[src/rtl/cond_eval4_pkg.sv]
// Shared definitions for the condition-evaluation unit: condition codes,
// FSM state encoding and flag bit positions within the flag register.
package cond_eval4_pkg;

  localparam logic [3:0] COND_EQ = 4'd0;
  localparam logic [3:0] COND_NE = 4'd1;
  localparam logic [3:0] COND_CS = 4'd2;
  localparam logic [3:0] COND_CC = 4'd3;
  localparam logic [3:0] COND_MI = 4'd4;
  localparam logic [3:0] COND_PL = 4'd5;
  localparam logic [3:0] COND_VS = 4'd6;
  localparam logic [3:0] COND_VC = 4'd7;
  localparam logic [3:0] COND_HI = 4'd8;
  localparam logic [3:0] COND_LS = 4'd9;
  localparam logic [3:0] COND_GE = 4'd10;
  localparam logic [3:0] COND_LT = 4'd11;
  localparam logic [3:0] COND_GT = 4'd12;
  localparam logic [3:0] COND_LE = 4'd13;
  localparam logic [3:0] COND_AL = 4'd14;
  localparam logic [3:0] COND_NV = 4'd15;

  typedef enum logic [1:0] {
    ST_IDLE = 2'd0,
    ST_EVAL = 2'd1,
    ST_ACK  = 2'd2,
    ST_WAIT = 2'd3
  } state_e;

  localparam int FLAG_N = 3;
  localparam int FLAG_Z = 2;
  localparam int FLAG_C = 1;
  localparam int FLAG_V = 0;

endpackage

[src/rtl/cond_decode4.sv]
// Purely combinational map from a condition code and {n,z,c,v} flags to a
// pass/fail result; shared by the query FSM and any future branch unit.
module cond_decode4
  import cond_eval4_pkg::*;
(
  input  logic [3:0] cond_code,
  input  logic [3:0] flags,
  output logic       cond_true
);

  logic n, z, c, v;

  always_comb begin
    n = flags[FLAG_N];
    z = flags[FLAG_Z];
    c = flags[FLAG_C];
    v = flags[FLAG_V];
    cond_true = 1'b0;
    case (cond_code)
      COND_EQ: cond_true = z;
      COND_NE: cond_true = !z;
      COND_CS: cond_true = c;
      COND_CC: cond_true = !c;
      COND_MI: cond_true = n;
      COND_PL: cond_true = !n;
      COND_VS: cond_true = v;
      COND_VC: cond_true = !v;
      COND_HI: cond_true = c & !z;
      COND_LS: cond_true = !c | z;
      COND_GE: cond_true = (n == v);
      COND_LT: cond_true = (n != v);
      COND_GT: cond_true = !z & (n == v);
      COND_LE: cond_true = z | (n != v);
      COND_AL: cond_true = 1'b1;
      COND_NV: cond_true = 1'b0;
      default: cond_true = 1'b0;
    endcase
  end

endmodule

[src/rtl/cond_eval4.sv]
// Condition-evaluation unit: architectural NZCV register, four-phase
// condition-query handshake and saturating overflow event counter.
module cond_eval4
  import cond_eval4_pkg::*;
#(
  parameter int CNT_W = 4
) (
  input  logic             clk,
  input  logic             reset_n,
  input  logic             flag_we,
  input  logic             c_in,
  input  logic             n_in,
  input  logic             z_in,
  input  logic             v_in,
  input  logic             cond_req,
  input  logic [3:0]       cond_code,
  output logic             cond_ack,
  output logic             cond_true,
  output logic [3:0]       flags_out,
  output logic [CNT_W-1:0] v_cnt,
  input  logic             v_cnt_clr
);

  localparam logic [CNT_W-1:0] CNT_MAX = {CNT_W{1'b1}};

  state_e           state_q, state_d;
  logic [3:0]       code_q, code_d;
  logic [3:0]       flags_q, flags_d;
  logic             cond_true_q, cond_true_d;
  logic             cond_ack_q, cond_ack_d;
  logic [CNT_W-1:0] v_cnt_q, v_cnt_d;
  logic             dec_true;

  // Evaluates against the registered flags, so a write landing on the
  // acceptance edge is seen while a write during EVAL is not.
  cond_decode4 u_decode (
    .cond_code (code_q),
    .flags     (flags_q),
    .cond_true (dec_true)
  );

  always_comb begin
    state_d     = state_q;
    code_d      = code_q;
    flags_d     = flags_q;
    cond_true_d = cond_true_q;
    cond_ack_d  = 1'b0;
    v_cnt_d     = v_cnt_q;

    if (flag_we) flags_d = {n_in, z_in, c_in, v_in};

    case (state_q)
      ST_IDLE: begin
        if (cond_req) begin
          code_d  = cond_code;
          state_d = ST_EVAL;
        end
      end
      ST_EVAL: begin
        cond_true_d = dec_true;
        state_d     = ST_ACK;
      end
      ST_ACK: begin
        cond_ack_d = 1'b1;
        state_d    = ST_WAIT;
      end
      ST_WAIT: begin
        if (!cond_req) state_d = ST_IDLE;
      end
      default: state_d = ST_IDLE;
    endcase

    if (v_cnt_clr) begin
      v_cnt_d = '0;
    end else if (flag_we && v_in && (v_cnt_q != CNT_MAX)) begin
      v_cnt_d = v_cnt_q + CNT_W'(1);
    end
  end

  always_ff @(posedge clk) begin
    if (!reset_n) begin
      state_q     <= ST_IDLE;
      code_q      <= '0;
      flags_q     <= '0;
      cond_true_q <= 1'b0;
      cond_ack_q  <= 1'b0;
      v_cnt_q     <= '0;
    end else begin
      state_q     <= state_d;
      code_q      <= code_d;
      flags_q     <= flags_d;
      cond_true_q <= cond_true_d;
      cond_ack_q  <= cond_ack_d;
      v_cnt_q     <= v_cnt_d;
    end
  end

  assign cond_ack  = cond_ack_q;
  assign cond_true = cond_true_q;
  assign flags_out = flags_q;
  assign v_cnt     = v_cnt_q;

endmodule

[config.mk]
export PLATFORM = sky130hd
export DESIGN_NAME = cond_eval4
export DESIGN_NICKNAME = d
export VERILOG_FILES = /design/src/rtl/cond_eval4_pkg.sv /design/src/rtl/cond_decode4.sv /design/src/rtl/cond_eval4.sv
export SDC_FILE = /design/constraint.sdc
export NUM_CORES = 1
export LEC_CHECK = 0
export BUFFER_PORTS_ARGS = -buffer_cell sky130_fd_sc_hd__buf_2
export CAP_MARGIN = 20
export CELL_PAD_IN_SITES_DETAIL_PLACEMENT = 0
export CELL_PAD_IN_SITES_GLOBAL_PLACEMENT = 1
export CORE_MARGIN = 2
export CORE_UTILIZATION = 35
export CTS_BUF_LIST = sky130_fd_sc_hd__clkbuf_2
export DETAILED_ROUTE_END_ITERATION = 6
export GPL_ROUTABILITY_DRIVEN = 1
export PLACE_DENSITY_LB_ADDON = 0.1
export SLEW_MARGIN = 40
export SYNTH_ARGS = -nofsm -noshare
export SYNTH_HDL_FRONTEND = slang
export SYNTH_SLANG_ARGS = --single-unit
[constraint.sdc]
create_clock -name clk -period 1.25 [get_ports clk]
set_input_delay 0.375 -clock clk [delete_from_list [all_inputs] [get_ports clk]]
set_output_delay 0.375 -clock clk [all_outputs]
set_load 0.01 [all_outputs]
==> impl_metrics.toml <==
[status]
outcome = "complete, but fails checks"
violations = "setup timing"

[route]
drt-total-wl_mm = 1.81
post_drt_wl_per_cell_um = 11.9
route.vias.total = 738
via_per_inst = 4.86
first_drt_iteration_drcs = 5
detailedRoute.firstPassIterationCount = 2
antenna_violating_nets_post_route = 0
drc = 0

[yosys]
synth.yosys.seq_area_share_pct = 39.4
number_of_enable_type_register_cells_in_the_synthesized_netlist = 0
synth_top_area_cell = "dfxtp_1"
synth-compound-area-share_pct = 10.3
synth_xor_area_share_pct = 5.39
largest_family_of_logic_cells_by_synthesized_area = "simple AND/OR/NAND/NOR gates"
syn_inst = 88
synth_seq_cells = 16
synthMuxAreaShare_pct = 7.55
post_synth_adder_cell_area_pct = 9.24
synth_top_flop_cell = "dfxtp_1"
syn-mean-instance-area_sq_um = 9.23
post_synth_num_cell_types = 29
ys_top_cells_by_area = "dfxtp_1 39%, ha_1 9.2%, mux2i_1 6.2%"
netlist_area_sq_um = 812
synth_simple_gate_area_share_pct = 25.0
yosys_warnings = 0
synth-async-reset-ratio_pct = 0
synth.net_count = 107
yosysTopAreaCellShare_pct = 39.4

[clocking]
cts_inserted_buffers = 3
tritoncts = "yes"
postCtsSetupBuffers = 0
post_cts_hold_buffer_count = 0
ctsHtreeMaxLevel = 1
clock-root-buffer = "clkbuf_2"
clk-insertion-delay-late_ps = 280
clk_pin_slew_worst_paths_ps = 140
clockBufferDepth = 2
cts_num_sinks = 16

[power_and_ir_drop]
ir_worst_vdd_mv = 0.929
p_int_w = 0.00107
power_frac_comb_pct = 44.5
p_switching_w = 0.000574
design_power_total_w = 0.00165
power_density_of_the_placed_cells_mw_per_mm2 = 1380
sequentialPowerShare_pct = 42.2
leakage_power_nw = 0.525
sw_frac_of_total_pct = 34.9
power.clock.fraction_pct = 13.4

[sta]
slew_headroom_pct = 79.0
timing.clock.skew_ps = 0.528
final-hold-violation-count = 0
max_freq_mhz = 764
worst-slew-pin-transition_ps = 310
postLayoutSetupSlackWorst_ps = -59.7
fin_crit_sh_pct = 105
maxSlewViolCount = 0
period_needed_ps = 1310
grt_setup_unrepaired = "yes"
finalHoldWorstSlack_ps = 321
setup_violations = 3

[cells_and_area]
antenna_cells_inserted = 0
final_common_cell = "buf_2"
fillers = 222
layoutNonFillerInstCount = 152
fin_nets = 145
most-common-layout-cells = "18 x buf_2, 11 x buf_4, 9 x dfxtp_2, 7 x buf_6"
areaGrowthSynthToFinish_pct = 47.1
layout_cells_sized_above_1_pct = 52.4
postLayoutCoreUtil_pct = 54.0

[global_route]
grt.overflow.total = 0
grt_start_max_net_pins = 9
initial_antenna_violation_count = 0
first_global_vias = 664
first_pass_grt_wire_length_mm = 2.96
grtUsageTotal_pct = 15.0

[hold_path]
min-delay-path-class = "input pin to flop"

[setup_path]
cp_cell_sequence = "buf_4 > nand3b_1 > o32ai_2 > or4_1 > nand3_1"
cp-end-kind = "flop"
crit_path_max_fanout = 5
critical_path_class = "flop to flop"
cp_slowest_cell = "or4_1"
data_arrival_time_of_the_worst_path_ps = 1540
worstSetupPathDepth = 5
crit_path_end = "cond_true$_SDFFE_PN0N_"
worstSetupStartpoint = "code_q[2]$_SDFFE_PN0P_"
timing.reg2reg.worst_path_depth = 5
r2r_setup_slack_ps = -60
critPathMaxStageDelay_ps = 480
startpoint_type = "flop"
critical-path-top-delay-family = "simple AND/OR/NAND/NOR gates"
regToRegEndpoint = "cond_true$_SDFFE_PN0N_"
cp.buffers_inverters = 1
worst_flop_to_flop_path_startpoint = "code_q[2]$_SDFFE_PN0P_"
critPathRequiredTime_ps = 1480

[floorplan]
core_area_sq_mm = 0.00221
floorplan.die_area_sq_mm = 0.00272
floorplan.die.width_um = 52.2
io-pin-count = 23
die_height_um = 52.2
placement_rows = 17
floorplan.initialDensity_pct = 36.7

[placement]
port_buffers = 22
place.detailed.hpwl_mm = 1.36
gp_congestion = 0.740
detailedPlace.worstSlack_ps = -55.4
post-place-cells = 150

[flow_run]
drv_cap = 0
==> cells in the mapped netlist (2+ instances only) <==
master,n
nand2_1,8
mux2i_1,5
xnor2_1,3
nand3_1,8
nor2b_1,4
xor2_1,2
nand2b_1,2
inv_1,3
ha_1,6
nand3b_1,3
a21boi_1,5
nor2_1,6
buf_2,2
dfxtp_1,16
==> sequential cells by signal (all words and copies together), names as in the netlist <==
register	count
code_q	4
flags_out	4
v_cnt	4
state_q	2
cond_ack	1
cond_true	1
==> worst min-delay path by stage <==
stage | slack, ps | end | depth (start not counted) | from
6_report | 320 | code_q[1]$_SDFFE_PN0P_ | 3 | cond_code[1]
5_1_grt | 300 | code_q[1]$_SDFFE_PN0P_ | 3 | cond_code[1]
4_1_cts | 310 | code_q[0]$_SDFFE_PN0P_ | 3 | cond_code[0]
3_5_place_dp | 460 | code_q[0]$_SDFFE_PN0P_ | 2 | code_q[0]$_SDFFE_PN0P_
3_3_place_gp | 460 | code_q[0]$_SDFFE_PN0P_ | 2 | code_q[0]$_SDFFE_PN0P_
2_1_floorplan | 440 | code_q[0]$_SDFFE_PN0P_ | 2 | code_q[0]$_SDFFE_PN0P_
==> per-stage QoR <==
step / TNS (ps) / cell area (sq um)
after CTS: -49.2 / 1130
after detailed placement: -55.4 / 1060
final: -102 / 1190
after global routing: -373 / 1190
after floorplan: 0 / 821
after global placement: -47.0 / 1060
==> tightest hold or removal path, delay by kind of cell <==
family,cells,cell delay (ps)
AO/OA/AOI/OAI,1,50
buffers and inverters,1,90
AND/OR/NAND/NOR,1,60
==> area by class of cell <==
class / instances / area (sq um) / area share (%)
Inverter: 3 / 11.3 / 0.942
Multi-Input combinational cell: 66 / 536 / 44.8
Sequential cell: 16 / 347 / 29.0
Clock buffer: 3 / 15.0 / 1.26
Tap cell: 28 / 35.0 / 2.93
Timing Repair Buffer: 36 / 251 / 21.0
==> cell families after synthesis <==
kind of cell	Yosys count
simple gates	38
flops	16
compound gates	11
buf+inv	6
mux	6
fa+ha+maj	6
xor+xnor	5
==> power by group through the flow <==
stage	registers (W)	logic [W]	clock network, W
after floorplan	0.000680	0.000360	0
after global placement	0.000671	0.000656	0
after detailed placement	0.000674	0.000667	0
after CTS	0.000689	0.000696	0.000234
after global routing	0.000710	0.000836	0.000260
final	0.000694	0.000732	0.000220
==> timing repair <==
action / CTS / global route
pin swaps: 0 / 2
resized for setup: 16 / 18
setup endpoints to repair: 7 / 17
==> layer usage <==
metal	global-route usage (%)	wire length [um]
met1	20.2	867
met3	3.45	80
met4	7.69	26
met5	0	0
met2	22.4	831
Note: power is estimated with default switching activity, not from simulation.
